--- config.mk ---
export PLATFORM = sky130hd
export DESIGN_NAME = serial_subtractor_flat
export DESIGN_NICKNAME = d
export VERILOG_FILES = /design/src/rtl/serial_subtractor_if.sv /design/src/rtl/serial_subtractor.sv /design/src/flat_wrapper.sv
export SDC_FILE = /design/constraint.sdc
export NUM_CORES = 1
export LEC_CHECK = 0
export ABC_AREA = 1
export CORE_ASPECT_RATIO = 1.1
export CORE_UTILIZATION = 59
export CTS_BUF_LIST = sky130_fd_sc_hd__clkbuf_8
export CTS_CLUSTER_DIAMETER = 60
export CTS_CLUSTER_SIZE = 10
export DETAILED_ROUTE_END_ITERATION = 7
export DONT_BUFFER_PORTS = 1
export PLACE_DENSITY = 0.89
export SYNTH_ARGS = -nofsm -noshare
export SYNTH_HDL_FRONTEND = slang
export SYNTH_SLANG_ARGS = --single-unit
--- constraint.sdc ---
create_clock -name clk -period 1.4 [get_ports clk]
set_clock_uncertainty 0.15 [all_clocks]
set_input_delay 0.35 -clock clk [delete_from_list [all_inputs] [get_ports clk]]
set_output_delay 0.35 -clock clk [all_outputs]
set_load 0.01 [all_outputs]
--- src/rtl/serial_subtractor_if.sv ---
// Handshake and operand/result bundle for the digit-serial subtractor.
// The master side issues start with its operands. The slave side returns the
// busy/done handshake together with the result and its flags.
interface serial_subtractor_if #(
  parameter int WIDTH = 8
);
  logic             start;
  logic [WIDTH-1:0] a;
  logic [WIDTH-1:0] b;
  logic             bin;
  logic             signed_mode;
  logic             busy;
  logic             done;
  logic [WIDTH-1:0] diff;
  logic             bout;
  logic             zero;
  logic             neg;
  logic             ovf;

  modport master (
    output start, a, b, bin, signed_mode,
    input  busy, done, diff, bout, zero, neg, ovf
  );

  modport slave (
    input  start, a, b, bin, signed_mode,
    output busy, done, diff, bout, zero, neg, ovf
  );
endinterface

--- src/rtl/serial_subtractor.sv ---
// Digit-serial subtractor that computes a - b - bin, LSB digit first.
// Each clock it processes one DIGIT-wide slice of full-subtractor cells.
// The borrow between slices is carried in a flip-flop.
// Results and flags are registered once, on the final digit, and then hold
// until the next operation completes.
module serial_subtractor #(
  parameter int WIDTH = 8,
  parameter int DIGIT = 1
) (
  input logic          clk,
  input logic          rst,
  serial_subtractor_if.slave bus
);
  localparam int N  = WIDTH / DIGIT;
  localparam int CW = $clog2(N) + 1;
  localparam logic [CW-1:0] LAST = CW'(N - 1);

  typedef enum logic {IDLE, RUN} state_t;

  state_t           r_state;
  logic [WIDTH-1:0] r_a;
  logic [WIDTH-1:0] r_b;
  logic [WIDTH-1:0] r_shift;
  logic [CW-1:0]    r_cnt;
  logic             r_borrow;
  logic             r_signed;
  logic             r_aMsb;
  logic             r_bMsb;
  logic             r_busy;
  logic             r_done;
  logic [WIDTH-1:0] r_diff;
  logic             r_bout;
  logic             r_zero;
  logic             r_neg;
  logic             r_ovf;

  logic [DIGIT-1:0] w_digit;
  logic             w_borrowOut;
  logic [WIDTH-1:0] w_nextShift;
  logic             w_lastDigit;
  logic             w_resMsb;

  // Ripple the borrow through one DIGIT-wide slice of full-subtractor cells.
  // The slice takes the low bits of the working operands as input.
  always_comb begin : slice
    logic c;
    c       = r_borrow;
    w_digit = '0;
    for (int i = 0; i < DIGIT; i++) begin
      w_digit[i] = r_a[i] ^ r_b[i] ^ c;
      c          = (~r_a[i] & r_b[i]) | (~(r_a[i] ^ r_b[i]) & c);
    end
    w_borrowOut = c;
  end

  // New digits enter from the MSB side. After N digits, the register holds
  // the complete difference.
  assign w_nextShift = (r_shift >> DIGIT) | (WIDTH'(w_digit) << (WIDTH - DIGIT));
  assign w_lastDigit = (r_cnt == LAST);
  assign w_resMsb    = w_nextShift[WIDTH-1];

  // Two-state control: latch operands on start, then step one digit per
  // clock and publish the result and flags on the final digit.
  always_ff @(posedge clk) begin
    if (rst) begin
      r_state  <= IDLE;
      r_a      <= '0;
      r_b      <= '0;
      r_shift  <= '0;
      r_cnt    <= '0;
      r_borrow <= 1'b0;
      r_signed <= 1'b0;
      r_aMsb   <= 1'b0;
      r_bMsb   <= 1'b0;
      r_busy   <= 1'b0;
      r_done   <= 1'b0;
      r_diff   <= '0;
      r_bout   <= 1'b0;
      r_zero   <= 1'b0;
      r_neg    <= 1'b0;
      r_ovf    <= 1'b0;
    end else begin
      r_done <= 1'b0;
      case (r_state)
        IDLE: begin
          if (bus.start) begin
            r_a      <= bus.a;
            r_b      <= bus.b;
            r_borrow <= bus.bin;
            r_signed <= bus.signed_mode;
            r_aMsb   <= bus.a[WIDTH-1];
            r_bMsb   <= bus.b[WIDTH-1];
            r_cnt    <= '0;
            r_shift  <= '0;
            r_busy   <= 1'b1;
            r_state  <= RUN;
          end
        end
        RUN: begin
          r_a      <= r_a >> DIGIT;
          r_b      <= r_b >> DIGIT;
          r_shift  <= w_nextShift;
          r_borrow <= w_borrowOut;
          r_cnt    <= r_cnt + 1'b1;
          if (w_lastDigit) begin
            r_state <= IDLE;
            r_busy  <= 1'b0;
            r_done  <= 1'b1;
            r_diff  <= w_nextShift;
            r_bout  <= w_borrowOut;
            r_zero  <= (w_nextShift == '0);
            r_neg   <= r_signed ? w_resMsb : w_borrowOut;
            r_ovf   <= r_signed ? ((r_aMsb != r_bMsb) && (w_resMsb != r_aMsb)) : w_borrowOut;
          end
        end
        default: r_state <= IDLE;
      endcase
    end
  end

  assign bus.busy = r_busy;
  assign bus.done = r_done;
  assign bus.diff = r_diff;
  assign bus.bout = r_bout;
  assign bus.zero = r_zero;
  assign bus.neg  = r_neg;
  assign bus.ovf  = r_ovf;
endmodule

--- src/flat_wrapper.sv ---
// flat-port wrapper written by rule: the top's interface ports become plain ports
module serial_subtractor_flat 
#(
  parameter int WIDTH = 8,
  parameter int DIGIT = 1
)
  (clk, rst, bus_start, bus_a, bus_b, bus_bin, bus_signed_mode, bus_busy, bus_done, bus_diff, bus_bout, bus_zero, bus_neg, bus_ovf);
  serial_subtractor_if #(.WIDTH(WIDTH)) bus_i ();
  input logic clk;
  input logic rst;
  input wire logic [$bits(bus_i.start)-1:0] bus_start;
  input wire logic [$bits(bus_i.a)-1:0] bus_a;
  input wire logic [$bits(bus_i.b)-1:0] bus_b;
  input wire logic [$bits(bus_i.bin)-1:0] bus_bin;
  input wire logic [$bits(bus_i.signed_mode)-1:0] bus_signed_mode;
  output wire logic [$bits(bus_i.busy)-1:0] bus_busy;
  output wire logic [$bits(bus_i.done)-1:0] bus_done;
  output wire logic [$bits(bus_i.diff)-1:0] bus_diff;
  output wire logic [$bits(bus_i.bout)-1:0] bus_bout;
  output wire logic [$bits(bus_i.zero)-1:0] bus_zero;
  output wire logic [$bits(bus_i.neg)-1:0] bus_neg;
  output wire logic [$bits(bus_i.ovf)-1:0] bus_ovf;
  assign bus_i.start = bus_start;
  assign bus_i.a = bus_a;
  assign bus_i.b = bus_b;
  assign bus_i.bin = bus_bin;
  assign bus_i.signed_mode = bus_signed_mode;
  assign bus_busy = bus_i.busy;
  assign bus_done = bus_i.done;
  assign bus_diff = bus_i.diff;
  assign bus_bout = bus_i.bout;
  assign bus_zero = bus_i.zero;
  assign bus_neg = bus_i.neg;
  assign bus_ovf = bus_i.ovf;
  serial_subtractor #(.WIDTH(WIDTH), .DIGIT(DIGIT)) u_core (.clk(clk), .rst(rst), .bus(bus_i));
endmodule
==> reports/qor.txt <==
Outcome - finished, violations left
Failing checks - DRC, hold timing, setup timing
Routability Congestion - 0.7863
Slowest stage delay, CP - 580 ps
CTS HTree Levels - 2
CTS clk-pin slew, worst paths - 90 ps
Critical Path Start Type - flip-flop
# rows - 21
End of the worst hold path - u_core.r_shift[5]$_SDFFE_PP0P_
Sequential-to-total area share from yosys stat - 45.49%
Ranking of synthesized cells by area - dfxtp_1 45%, nand2_1 22%, inv_1 4.6%
Ports - 35
CTS buffer count - 5
Share of the synthesized area in the top cell type - 45.49%
Die footprint - 3670 sq um
Die X - 57.85 um
CTS tree - built
Fmax achieved - 673.1 MHz
Count of cell types in the netlist - 22
Final Critical Period - 1486 ps
CP max FO - 3
Clk buf depth - 2
Vias in the first global route - 1432
Syn_area_per_cell - 7.388 sq um
Reg2reg end - u_core.bus.ovf$_SDFFE_PP0P_
YS warnings - 0
GR Overflow Total - 0
Initial detailed-routing violation count - 84
Post-CTS Setup Repair Bufs - 0
Max IR drop VDD - 1.096 mV
WL per Instance - 11.44 um
HPWL Detailed - 2432 um
WHS - -46.92 ps
Most frequent cells in the layout - 120 x nand2_1, 41 x dfxtp_1, 21 x inv_1, 16 x nor2_1, 15 x nand3_1
P_leak - 1.098 nW
Routed vias/inst - 5.029
CP max-delay cell - fa_1
Core area - 3153 sq um
#FFs+latches synth - 46
Syn Nets - 298
Cell Chain, Critical Path - fa_1 -> inv_1 -> nand2_1 -> nand2_1 -> nand3_1 -> a21oi_1
Root Buffer - clkbuf_8
Critical path arrival - 1530 ps
Tot Pwr - 2.481 mW
Clk_lat worst skew - 300 ps
Synth-to-layout area growth - 6.490%
Antenna violations before repair - 0
Commonest non-fill, non-tap cell in the layout - nand2_1
Layout fillers - 274
Routed wire length - 3568 um
Pwr/cell area - 1151 nW/um^2
Setup violators final - 3
Layout cells sized above 1 - 16.91%
Crit Reg-Reg Startpoint - u_core.r_borrow$_SDFFE_PP0P_
Worst Setup SP - u_core.r_borrow$_SDFFE_PP0P_
RSZ-0062 raised after global routing - true
Port Buffers - 0
Post-synth EDFFs - 0
Fin. Hold Viols - 10
Largest net degree at the start of global routing - 27
Worst Max-Slew Pin Slew - 346.8 ps
Crit. End Element - flip-flop
Clock net sink count - 46
R2R Setup Slk - -90 ps
Critical path required time - 1450 ps
Top_reg_cell synth - dfxtp_1
Hold path startpoint - rst
Gate Count Post-Synth - 274
Antenna fix cells - 0
Nets - 301
R2R cell count - 6
Die Ht - 63.44 um
Slew Limit Fails - 0
Tot GR Track Use - 21.79%
Vias - 1569
Slew margin rel. - 76.88%
Cell mode on critical path - nand2_1
Post-route clock period utilization - 106.1%
Mapped Area - 2024 sq um
Antenna-violating nets left - 0
Max-Cap Viols - 0
CP Class - flip-flop to flip-flop
First-pass GRT wire length - 6106 um
Async SR Flop Fraction - 0%
Synth area leader - dfxtp_1
Min-delay worst type - input pin to flip-flop
Hold depth - 1
Starting Density - 64.21%
Final WS setup - -85.77 ps
Drt first pass iters - 6
TNS Setup - -191.1 ps
DRC Markers - 5
==> cell usage after synthesis, types with 3 or more instances <==
master   instances
nand3_2          6
nor2_1          16
dfxtp_1         46
nand2_2          7
inv_1           25
buf_2            5
nand2_1        120
buf_6            4
nand3_1         15
nand2_4          3
a21oi_1         11
o21ai_0          4
==> power by group <==
| part | switching (mW) | total [mW] | internal, mW | leakage, nW |
|---|---|---|---|---|
| logic | 0.148 | 0.242 | 0.0933 | 0.673 |
| registers | 0.0316 | 1.38 | 1.35 | 0.377 |
| clock network | 0.451 | 0.857 | 0.406 | 0.0478 |
==> flip-flops by register name, summed over array words and instances, names as in the netlist <==
name             flops
u_core.bus.bout      1
u_core.bus.busy      1
u_core.bus.diff      8
u_core.bus.done      1
u_core.bus.neg       1
u_core.bus.ovf       1
u_core.bus.zero      1
u_core.r_a           8
u_core.r_aMsb        1
u_core.r_b           8
u_core.r_bMsb        1
u_core.r_borrow      1
u_core.r_cnt         4
u_core.r_shift       7
u_core.r_signed      1
u_core.r_state       1
==> worst max-delay path, delay by kind of cell (launching register included) <==
kind                     cells  cell delay (ps)
adder cells (fa/ha/maj)      1              580
flip-flops                   1              370
AND/OR/NAND/NOR              3              170
buffers and inverters        1               70
AO/OA/AOI/OAI                1               60
==> cell families after synthesis <==
group	Yosys count	synth area share, %
flops	46	45.49
compound gates	15	3.708
simple gates	170	37.64
buf+inv	40	10.57
fa+ha+maj	3	2.596
==> stage by stage <==
step	util, %	std cells	worst slack [ps]	area [sq um]
5_1_grt	68.37	312	-132.6	2156
3_5_place_dp	64.37	303	-96.95	2029
2_1_floorplan	-	274	-5.417	2027
4_1_cts	67.54	311	-74.46	2130
6_report	68.37	312	-85.77	2156
3_3_place_gp	64.37	303	-37.82	2029
==> worst max-delay path by stage <==
stage / end / slack [ps] / cells past startpoint
after global placement: u_core.bus.zero$_SDFFE_PP0P_ / -40 / 7
after floorplan: u_core.bus.zero$_SDFFE_PP0P_ / -5 / 7
after detailed placement: u_core.bus.ovf$_SDFFE_PP0P_ / -100 / 7
after global routing: u_core.bus.zero$_SDFFE_PP0P_ / -130 / 7
final: u_core.bus.ovf$_SDFFE_PP0P_ / -90 / 6
after CTS: u_core.bus.zero$_SDFFE_PP0P_ / -70 / 7
==> final cells by class <==
class                           instances  area, sq um  area share (%)
Inverter                               29        118.9           5.514
Clock buffer                            6        82.58           3.831
Timing Repair Buffer                    6        57.56           2.670
Clock inverter                          2        16.27          0.7545
Tap cell                               34        42.54           1.973
Sequential cell                        46        934.6           43.35
Multi-Input combinational cell        189        903.4           41.90
==> timing repair <==
action / CTS / global route
resized for setup: 4 / 9
endpoints found under the setup margin: 4 / 17
pin swaps: 2 / 6
cloned: 0 / 1
hold endpoints to repair: 10 / 10
==> metal layers <==
layer / GRT usage [%] / wire length (um) / up-vias / share of wire (%)
li1: - / - / 840 / -
met1: 26.00 / 1552 / 690 / 43
met2: 34.91 / 1740 / 34 / 49
met3: 8.008 / 210 / 5 / 5.9
met4: 8.929 / 64 / 0 / 1.8
met5: 0 / 0 / - / 0
No activity file was read; power rests on OpenSTA's default activity.
==> RTL change, RTL diff (same flow settings) <==
`WIDTH` is set to 8 in 3 places; all go to 16.
--- a/src/rtl/serial_subtractor_if.sv
+++ b/src/rtl/serial_subtractor_if.sv
@@ -2,7 +2,7 @@
 // The master side issues start with its operands. The slave side returns the
 // busy/done handshake together with the result and its flags.
 interface serial_subtractor_if #(
-  parameter int WIDTH = 8
+  parameter int WIDTH = 16
 );
   logic             start;
   logic [WIDTH-1:0] a;
--- a/src/rtl/serial_subtractor.sv
+++ b/src/rtl/serial_subtractor.sv
@@ -4,7 +4,7 @@
 // Results and flags are registered once, on the final digit, and then hold
 // until the next operation completes.
 module serial_subtractor #(
-  parameter int WIDTH = 8,
+  parameter int WIDTH = 16,
   parameter int DIGIT = 1
 ) (
   input logic          clk,
--- a/src/flat_wrapper.sv
+++ b/src/flat_wrapper.sv
@@ -1,7 +1,7 @@
 // flat-port wrapper written by rule: the top's interface ports become plain ports
 module serial_subtractor_flat 
 #(
-  parameter int WIDTH = 8,
+  parameter int WIDTH = 16,
   parameter int DIGIT = 1
 )
   (clk, rst, bus_start, bus_a, bus_b, bus_bin, bus_signed_mode, bus_busy, bus_done, bus_diff, bus_bout, bus_zero, bus_neg, bus_ovf);
Ports: changed (resized bus_a, bus_b and bus_diff); port bits go from 35 to 59. No check against the original RTL was run, so the function may have changed too.
==> RTL change against the unedited design <==
Sequential share of layout area up 0.33 points; critical endpoint is now u_core.bus.diff[14]; power up 70%; count of clock-buffer cells in the layout up 4; worst setup slack worse by 0.12 ns; wire length up 84%; largest cell class unchanged; design area up 70%; critical path type unchanged; the run ends with negative setup slack left; area after synthesis up 62%; largest power group unchanged; critical path depth up 2; sequential cell count up 33; sequential power up 72%.
==> RTL change: results (changes against the unedited design) <==
Bufs on Longest Clock Path 2 (unchanged); async set-reset flop share out of synthesis 0 (unchanged); first-pass GRT wire length 10900 µm (+79%); Tmin final 1.606 ns (+0.1203 ns); maximum VDD drop 0.7438 mV (-32%); worst hold path endpoint u_core.bus.bout; GR Util All Layers 0.2448 (+0.02686); worst setup margin -0.2061 ns (-0.1203 ns); layout cells sized above 1 0.1486 (-0.02051); PD cells 1154 mW/mm² (+0.22%); Lkg Pwr 1.737 nW (+58%); initial antenna violation count 0 (unchanged); Net Count, Synth 477 (+60%); Placer Congestion 0.7768 (-1.2%); H-tree depth 3 (+1); Final Max Tran Viols 0 (unchanged); reg2reg path depth 8 (+2); port buffer count 0 (unchanged); outcome finished with violations; Num CTS Buffers 9 (+4); failing checks negative setup slack; CTS clk-pin slew, worst paths 0.07 ns (-0.02 ns); synth unique cells 27 (+23%); Placed Area 0.003374 mm² (+66%); vias in the first global route 2510 (+75%); DRT iter0 DRCs 136 (+62%); Synth area leaders dfxtp_1 48%, nand2_1 20%, nand3_1 5.8%; crit path max fanout 19 (+16); Synth top cells by count 171 x nand2_1, 79 x dfxtp_1, 44 x inv_1; RR Endpoint u_core.bus.diff[14]; Pre-Repair DR Iteration Count 4 (-2); FILL cells 439 (+60%); DP Wirelength 4462 µm (+83%); DR vias/cell 5.133 (+2.1%); later-pin clock latency in the skew report 0.35 ns (+0.05 ns); Diodes inserted 0 (unchanged); Synth Warn # 0 (unchanged); area leader, netlist dfxtp_1; Cell Area, Synth 0.003276 mm² (+62%); Critical R2R Launch u_core.r_cnt[1]; largest net degree at the start of global routing 37 (+37%); hold crit path type primary input to flop; Hold Path Origin rst; Hold Path Cell Cnt 3 (+2); worst setup path category flop to flop; Hold Fails Final Rpt 0 (-10); sequential area share after synthesis 0.4828 (+0.02793); Detailed Route WL 6575 µm (+84%); final setup vio count 25 (+22); Clock Root Buffer clkbuf_8; Worst Tran Pin Value 0.7101 ns (+0.3633 ns); Final nets 488 (+62%)
[RTL change: cell types whose count changed in the layout (fill, tap and decap cells not counted), sizes merged, moves of 4 or more]
cell,before,now
buf,6,21
a21oi,11,21
o21ai,4,8
inv,30,48
dfxtp,46,79
nand2,130,174
nand3,21,38
clkbuf,6,10
a22o,0,16
[RTL change: per-layer routing]
| layer | global-route usage | routed length (µm) | vias to the layer above |
|---|---|---|---|
| met5 | 0 | 0 | - |
| met4 | 0.1235 | 125 | 0 |
| met3 | 0.05772 | 436 | 12 |
| met2 | 0.4250 | 3210 | 81 |
| met1 | 0.2764 | 2802 | 1224 |
| li1 | - | - | 1383 |
[RTL change: worst max-delay path by stage]
| stage | end | slack [ns] | cells past startpoint |
|---|---|---|---|
| finish | u_core.bus.diff[14] | -0.21 | 8 |
| global route | u_core.bus.diff[14] | -0.27 | 8 |
| CTS | u_core.bus.bout | -0.22 | 8 |
| detailed placement | u_core.bus.diff[14] | -0.21 | 8 |
| global placement | u_core.bus.neg | -0.12 | 8 |
| floorplan | u_core.bus.diff[3] | -0.17 | 9 |
[RTL change: cell families after synthesis]
logic type,Yosys count,synth area share
simple gates,238,0.3010
fa+ha+maj,4,0.01986
flops,79,0.4828
compound gates,46,0.08938
buf+inv,69,0.1069
[RTL change: worst max-delay path, stage by stage, from the launching register on]
cell and delay (ns):
dfxtp_2 0.36, ha_4 0.14, inv_2 0.04, nor3_2 0.12, ha_2 0.24, nand2_4 0.09, nand2_4 0.11, inv_8 0.06
a22o_1 0.20
[RTL change: repair_timing]
item / CTS / global route
setup buffers: 3 / 3
pin swaps: 5 / 4
setup endpoints to repair: 27 / 33
hold endpoints to repair: 19 / 18
gates resized for setup: 7 / 15
[RTL change: power by group]
group / switching [mW] / total (mW) / leakage, nW / internal [mW]
Clock: 0.783 / 1.45 / 0.0891 / 0.666
Sequential: 0.0518 / 2.37 / 0.646 / 2.32
Combinational: 0.246 / 0.396 / 1.00 / 0.150
[RTL change: through the flow]
stage | TNS [ns] | hold slack, ns | cells
after CTS | -4.194 | -0.1046 | 522
after floorplan | -2.140 | 0.2900 | 436
after global routing | -5.480 | 0.03411 | 526
after detailed placement | -4.017 | 0.2717 | 505
after global placement | -2.013 | 0.2656 | 505
final | -4.018 | 0.02425 | 526
[RTL change: final cells by class]
class | count | area share
Clock inverter | 5 | 0.007189
Timing Repair Buffer | 22 | 0.05580
Sequential cell | 79 | 0.4368
Multi-Input combinational cell | 288 | 0.3845
Clock buffer | 10 | 0.03766
Tap cell | 75 | 0.02568
Inverter | 47 | 0.05238
